--- src/rtl/udp_speed_pkg.sv ---
// Shared constants for the tri-speed rate-enable generator: normalised speed
// codes, FSM state encodings and the speed-normalise helper.
package udp_speed_pkg;

   localparam logic [1:0] SPD_1000 = 2'b10;
   localparam logic [1:0] SPD_100  = 2'b01;
   localparam logic [1:0] SPD_10   = 2'b00;

   localparam logic [1:0] StRun      = 2'd0;
   localparam logic [1:0] StDebounce = 2'd1;
   localparam logic [1:0] StDrain    = 2'd2;
   localparam logic [1:0] StSwitch   = 2'd3;

   // Bit 1 set means gigabit regardless of bit 0, so 2'b11 folds onto 2'b10.
   function automatic logic [1:0] norm_speed(input logic [1:0] i_code);
      if (i_code[1]) begin
         return SPD_1000;
      end else if (i_code[0]) begin
         return SPD_100;
      end else begin
         return SPD_10;
      end
   endfunction

endpackage

--- src/rtl/udp_sync_bits.sv ---
// Generic multi-flop synchroniser with asynchronous active-low reset.
module udp_sync_bits #(
   parameter int unsigned      WIDTH     = 1,
   parameter int unsigned      STAGES    = 2,
   parameter logic [WIDTH-1:0] RESET_VAL = '0
) (
   input  logic             i_clk,
   input  logic             i_rst_n,
   input  logic [WIDTH-1:0] i_d,
   output logic [WIDTH-1:0] o_q
);

   logic [WIDTH-1:0] r_sync [STAGES];

   // Shift the asynchronous input through the flop chain.
   always_ff @(posedge i_clk or negedge i_rst_n) begin
      if (!i_rst_n) begin
         for (int i = 0; i < STAGES; i++) begin
            r_sync[i] <= RESET_VAL;
         end
      end else begin
         r_sync[0] <= i_d;
         for (int i = 1; i < STAGES; i++) begin
            r_sync[i] <= r_sync[i-1];
         end
      end
   end

   assign o_q = r_sync[STAGES-1];

endmodule

--- src/rtl/udp_speed_ce_gen.sv ---
// Tri-speed rate-enable generator: turns the PHY speed code into a clock
// enable on clk_125_in, debouncing the code and switching rate only once the
// datapath has drained (or a drain timeout forces it).
module udp_speed_ce_gen
   import udp_speed_pkg::*;
#(
   parameter int unsigned CLK_DIV_100M    = 10,
   parameter int unsigned CLK_DIV_10M     = 100,
   parameter int unsigned SYNC_STAGES     = 2,
   parameter int unsigned DEBOUNCE_CYCLES = 1024,
   parameter int unsigned DRAIN_TIMEOUT   = 65535,
   parameter logic [1:0]  RESET_SPEED     = 2'b10
) (
   input  logic       clk_125_in,
   input  logic       reset_n,
   input  logic [1:0] tri_speed,
   input  logic       path_idle,
   output logic       udp_ce,
   output logic [1:0] speed_cur,
   output logic       speed_chg_busy,
   output logic       speed_chg_done,
   output logic       drain_timeout
);

   localparam int unsigned DivW = $clog2(CLK_DIV_10M) + 1;
   localparam int unsigned DebW = $clog2(DEBOUNCE_CYCLES) + 1;
   localparam int unsigned DrnW = $clog2(DRAIN_TIMEOUT) + 1;

   localparam logic [DivW-1:0] Div100Max = DivW'(CLK_DIV_100M - 1);
   localparam logic [DivW-1:0] Div10Max  = DivW'(CLK_DIV_10M - 1);
   localparam logic [DebW-1:0] DebLoad   = DebW'(DEBOUNCE_CYCLES - 1);
   localparam logic [DrnW-1:0] DrnLast   = DrnW'(DRAIN_TIMEOUT - 1);

   logic [1:0]      w_spd_raw;
   logic [1:0]      w_spd;

   logic [1:0]      r_state,  w_state_nxt;
   logic [1:0]      r_speed,  w_speed_nxt;
   logic [1:0]      r_target, w_target_nxt;
   logic [DebW-1:0] r_deb,    w_deb_nxt;
   logic [DrnW-1:0] r_drn,    w_drn_nxt;
   logic [DivW-1:0] r_div,    w_div_nxt;
   logic [DivW-1:0] w_div_max;
   logic            r_ce,     w_ce_nxt;
   logic            r_busy,   w_busy_nxt;
   logic            r_done,   w_done_nxt;
   logic            r_tmo,    w_tmo_nxt;

   udp_sync_bits #(
      .WIDTH     (2),
      .STAGES    (SYNC_STAGES),
      .RESET_VAL (RESET_SPEED)
   ) u_sync (
      .i_clk   (clk_125_in),
      .i_rst_n (reset_n),
      .i_d     (tri_speed),
      .o_q     (w_spd_raw)
   );

   assign w_spd = norm_speed(w_spd_raw);

   // Speed-change FSM: debounce the synced code, wait for drain, then switch.
   always_comb begin
      w_state_nxt  = r_state;
      w_speed_nxt  = r_speed;
      w_target_nxt = r_target;
      w_deb_nxt    = r_deb;
      w_drn_nxt    = r_drn;
      w_busy_nxt   = r_busy;
      w_done_nxt   = 1'b0;
      w_tmo_nxt    = 1'b0;
      case (r_state)
         StRun: begin
            if (w_spd != r_speed) begin
               w_target_nxt = w_spd;
               w_deb_nxt    = DebLoad;
               w_state_nxt  = StDebounce;
            end
         end
         StDebounce: begin
            if (w_spd == r_speed) begin
               // Glitch: code returned to the applied speed before it settled.
               w_state_nxt = StRun;
            end else if (w_spd != r_target) begin
               w_target_nxt = w_spd;
               w_deb_nxt    = DebLoad;
            end else if (r_deb == '0) begin
               w_state_nxt = StDrain;
               w_busy_nxt  = 1'b1;
               w_drn_nxt   = '0;
            end else begin
               w_deb_nxt = r_deb - 1'b1;
            end
         end
         StDrain: begin
            // Idle has priority so a simultaneous timeout is not reported.
            if (path_idle) begin
               w_state_nxt = StSwitch;
            end else if (r_drn == DrnLast) begin
               w_state_nxt = StSwitch;
               w_tmo_nxt   = 1'b1;
            end else begin
               w_drn_nxt = r_drn + 1'b1;
            end
         end
         StSwitch: begin
            w_speed_nxt = r_target;
            w_busy_nxt  = 1'b0;
            w_done_nxt  = 1'b1;
            w_state_nxt = StRun;
         end
         default: begin
            w_state_nxt = StRun;
         end
      endcase
   end

   // Rate divider and registered enable; enable is held low for the switch cycle.
   always_comb begin
      w_div_max = (r_speed == SPD_100) ? Div100Max : Div10Max;
      w_div_nxt = r_div;
      w_ce_nxt  = 1'b0;
      if (r_state == StSwitch) begin
         w_div_nxt = '0;
         w_ce_nxt  = (r_target == SPD_1000);
      end else if (w_state_nxt == StSwitch) begin
         w_div_nxt = r_div;
         w_ce_nxt  = 1'b0;
      end else if (r_speed == SPD_1000) begin
         w_div_nxt = '0;
         w_ce_nxt  = 1'b1;
      end else begin
         w_div_nxt = (r_div >= w_div_max) ? '0 : r_div + 1'b1;
         w_ce_nxt  = (w_div_nxt == w_div_max);
      end
   end

   // State, counters and output flags.
   always_ff @(posedge clk_125_in or negedge reset_n) begin
      if (!reset_n) begin
         r_state  <= StRun;
         r_speed  <= RESET_SPEED;
         r_target <= RESET_SPEED;
         r_deb    <= '0;
         r_drn    <= '0;
         r_div    <= '0;
         r_ce     <= 1'b0;
         r_busy   <= 1'b0;
         r_done   <= 1'b0;
         r_tmo    <= 1'b0;
      end else begin
         r_state  <= w_state_nxt;
         r_speed  <= w_speed_nxt;
         r_target <= w_target_nxt;
         r_deb    <= w_deb_nxt;
         r_drn    <= w_drn_nxt;
         r_div    <= w_div_nxt;
         r_ce     <= w_ce_nxt;
         r_busy   <= w_busy_nxt;
         r_done   <= w_done_nxt;
         r_tmo    <= w_tmo_nxt;
      end
   end

   assign udp_ce         = r_ce;
   assign speed_cur      = r_speed;
   assign speed_chg_busy = r_busy;
   assign speed_chg_done = r_done;
   assign drain_timeout  = r_tmo;

endmodule

--- config.mk ---
export PLATFORM = sky130hd
export DESIGN_NAME = udp_speed_ce_gen
export DESIGN_NICKNAME = d
export VERILOG_FILES = /design/src/rtl/udp_speed_pkg.sv /design/src/rtl/udp_sync_bits.sv /design/src/rtl/udp_speed_ce_gen.sv
export SDC_FILE = /design/constraint.sdc
export NUM_CORES = 1
export LEC_CHECK = 0
export ABC_CLOCK_PERIOD_IN_PS = 3400
export BUFFER_PORTS_ARGS = -buffer_cell sky130_fd_sc_hd__buf_2
export CORE_MARGIN = 3
export CORE_UTILIZATION = 61
export DETAILED_ROUTE_END_ITERATION = 8
export PLACE_DENSITY = 0.75
export RECOVER_POWER = 25
export SLEW_MARGIN = 10
export SYNTH_ARGS = -nofsm -noshare
export SYNTH_HDL_FRONTEND = slang
export SYNTH_HIERARCHICAL = 1
export SYNTH_SLANG_ARGS = --single-unit
export TNS_END_PERCENT = 1
--- constraint.sdc ---
create_clock -name clk_125_in -period 3.4 [get_ports clk_125_in]
set_input_delay 0.34 -clock clk_125_in [delete_from_list [all_inputs] [get_ports clk_125_in]]
set_output_delay 0.34 -clock clk_125_in [all_outputs]
set_load 0.02 [all_outputs]
==> metrics.yaml <==
synth:
  synth.distinct_cells: 56
  async_flop_share_pct: 100
  ys_ff_latch: 50
  syn_avg_cell_area_um2: 9.85
  syn_inst: 279
  ys_warn_count: 6
  syn_area_um2: 2750
  synth_edf_count: 0
  synth-main-ff-cell: "dfrtp_1"
  seq_area_frac_synth_pct: 45.7
  synthesis.nets: 291
finish:
  nets: 299
  seq_area_um2: 1260
  final_cells: 338
  nFillCells: 319
  insertedDiodeCount: 0
  multi_input_area_um2: 1400
  drive_gt1_share_pct: 12.8
  syn_to_final_growth_pct: 6.92
placement:
  dpl.cell_count: 330
  routabilityCongestion: 0.829
  port_buffers: 10
  dp_hpwl_um: 3730
  preCtsSetupSlack_ps: 657
clocking:
  cts_hold_buf: 0
  cts_tree: "done"
  cts_buffer_depth: 2
  cts_buffers: 5
  cts_setup_buffers: 0
  cts.clk_slew.worst_paths_ps: 90
  cts_resized: 0
  root_buffer: "clkbuf_8"
  clock-sinks: 50
  htree_num_levels: 2
  clk_latency_ps: 290
critical_path:
  cp_max_fo: 10
  required_ps: 3640
  path_class: "reg -> reg"
  critPathArrivalTime_ps: 3000
  cp-end-kind: "register"
  startpoint_type: "register"
detailed_routing:
  wire_per_inst_um: 15.4
  routed_wl_um: 5210
  viasPerCell: 6.22
  dr_total_vias: 2102
  drc: 0
  ant_nets: 0
  first_pass_iters: 4
  drt_iter0_drc: 181
global_route:
  grt_max_degree: 51
  grt_pass1_wl_um: 9340
  grt-ovfl-total: 0
  grtUsageTotal_pct: 22.2
  grt_pass1_vias: 2051
  antenna_found_initial: 0
pwr:
  p_leak_nw: 1.24
  switching_share_pct: 21.0
  p_int_mw: 0.860
  power_density_nw_per_um2: 370
  fin_total_pwr_mw: 1.09
  combPwrFrac_pct: 4.5
  peakVddDrop_v: 0.000253
  clockPowerShare_pct: 39.2
  seqPwrFrac_pct: 56.4
  switchingPower_mw: 0.229
sta:
  finalHoldViolCount: 0
  fin_crit_sh_pct: 81.2
  fmax_ghz: 0.362
  fin_ws_ps: 638
  slew_viol_final: 51
  tns_ps: 0
  worst_pin_slew_ps: 2520
  min_period_ps: 2760
  grt_setup_unrepaired: "false"
  max_slew_margin_pct: -67.7
  fin_worst_skew_ps: 13.7
  setup_viol: 0
die:
  pin_count: 11
  start_util_pct: 65.9
  chipWidth_um: 73.1
  rows: 23
  core_um2: 4170
  die_y_um: 73.1
  dieArea_um2: 5350
status:
  outcome: "finished, violations left"
  violations: "capacitance limit, slew limit"
flow_run:
  maxCapViolCount: 1
min_path:
  worstHoldPathType: "in -> reg"
worst max-delay path, cell delays in order, from the launching register on:
cell	delay, ps
dfrtp_1	410
or2b_2	350
inv_1	110
ha_1	230
a211o_1	270
a221o_1	290
a2111o_1	560
nor4b_1	330
a21o_1	130
layer usage:
layer  wire length (µm)  track usage [%]  up-vias
met4                 57             7.99        0
met3                259             4.68        6
met5                  0                0        -
met2               2450             34.8       49
met1               2450             30.5     1007
li1                   -                -     1040
final cells by class:
class	instances	share of cell area (%)
Clock buffer	7	2.94
Inverter	7	0.894
Multi-Input combinational cell	209	47.6
Clock inverter	1	1.02
Timing Repair Buffer	14	2.68
Sequential cell	50	42.7
Tap cell	50	2.13
registers in the layout (all words and copies together), names as in the netlist:
register / flops
drain_timeout: 1
speed_chg_busy: 1
speed_chg_done: 1
r_state: 2
r_div: 8
r_drn: 17
udp_ce: 1
r_target: 2
speed_cur: 2
u_sync/r_sync: 2
u_sync/o_q: 2
r_deb: 11
logic make-up after synthesis:
kind of cell	synth area share, %
AOI/OAI and AO/OA	14.6
xor gates and xnor gates	7.97
DFF	45.7
and+or+nand+nor	23.2
buffers and inverters	3.41
muxes	2.00
adders and majority gates	3.19
path summary, 6_finish.rpt:
path | startpoint | end | slack, ps | cells after the start
worst max-delay path | speed_cur[0] | r_div[2] | 640 | 8
worst min-delay path | tri_speed[1] | u_sync/r_sync[3] | 150 | 1
worst max register to register | speed_cur[0] | r_div[2] | 640 | 8
worst min register to register | u_sync/r_sync[3] | u_sync/o_q[1] | 360 | 0
max in group asynchronous | reset_n | u_sync/o_q[0] | 1150 | 1
min in group asynchronous | reset_n | r_div[3] | 820 | 1
power groups by stage:
stage	Sequential, mW	Clock, mW	Combinational (mW)
after floorplan	0.621	0	0.0303
after global placement	0.624	0	0.0490
after detailed placement	0.625	0	0.0500
after CTS	0.613	0.437	0.0500
after global routing	0.614	0.463	0.0554
final	0.613	0.426	0.0488
through the flow:
| step | util [%] | hold slack (ps) | area, µm² |
|---|---|---|---|
| 3_3_place_gp | 67.7 | 346 | 2820 |
| 3_5_place_dp | 67.7 | 351 | 2820 |
| 5_1_grt | 70.4 | 135 | 2940 |
| 6_report | 70.4 | 150 | 2940 |
| 2_1_floorplan | - | 44.4 | 2750 |
| 4_1_cts | 70.5 | 144 | 2940 |
cell usage after synthesis, types with 2 or more instances:
master,count,area (µm²)
and2_1,5,31.3
or2_2,3,18.8
dfstp_2,4,105
inv_1,7,26.3
o211ai_1,3,22.5
o21ai_0,13,65.1
nand2_1,23,86.3
ha_1,7,87.6
a211o_1,2,17.5
a21oi_1,5,25.0
dfrtp_1,46,1150
xor2_1,13,114
nand4_1,5,31.3
a221o_1,2,20.0
nand2b_1,3,18.8
a2111o_1,2,22.5
nor4b_1,3,26.3
nor2_1,23,86.3
xnor2_1,12,105
nor3_1,10,50.1
o2111ai_1,9,78.8
a21o_1,5,37.5
buf_4,2,15.0
nand3_1,11,55.1
nor4_1,9,56.3
buf_2,3,15.0
o21ai_1,2,10.0
or3_1,5,31.3
mux2_2,4,45.0
o31ai_1,3,22.5
clkbuf_1,7,26.3
and3_1,2,12.5
nor2b_1,3,18.8
placed cells by master, fill, tap and decap left out, types with 2 or more instances in the layout:
cell type	instances
a21oi_1	5
nor3_1	10
a221o_1	2
o21ai_1	2
or2_2	3
buf_4	4
nor4b_1	3
dfrtp_1	46
or3_1	5
buf_2	9
nand2_1	23
a211o_1	2
o2111ai_1	9
xor2_1	13
nor2b_1	3
o211ai_1	3
o21ai_0	13
inv_1	7
a21o_1	5
nand2b_1	3
and3_1	2
clkbuf_1	2
a2111o_1	2
and2_1	4
mux2_2	4
o31ai_1	3
nor2_1	23
xnor2_1	12
clkbuf_8	6
dfstp_2	4
nor4_1	9
nand3_1	11
nand4_1	5
ha_1	7
Power figures use the tool's default switching activity.
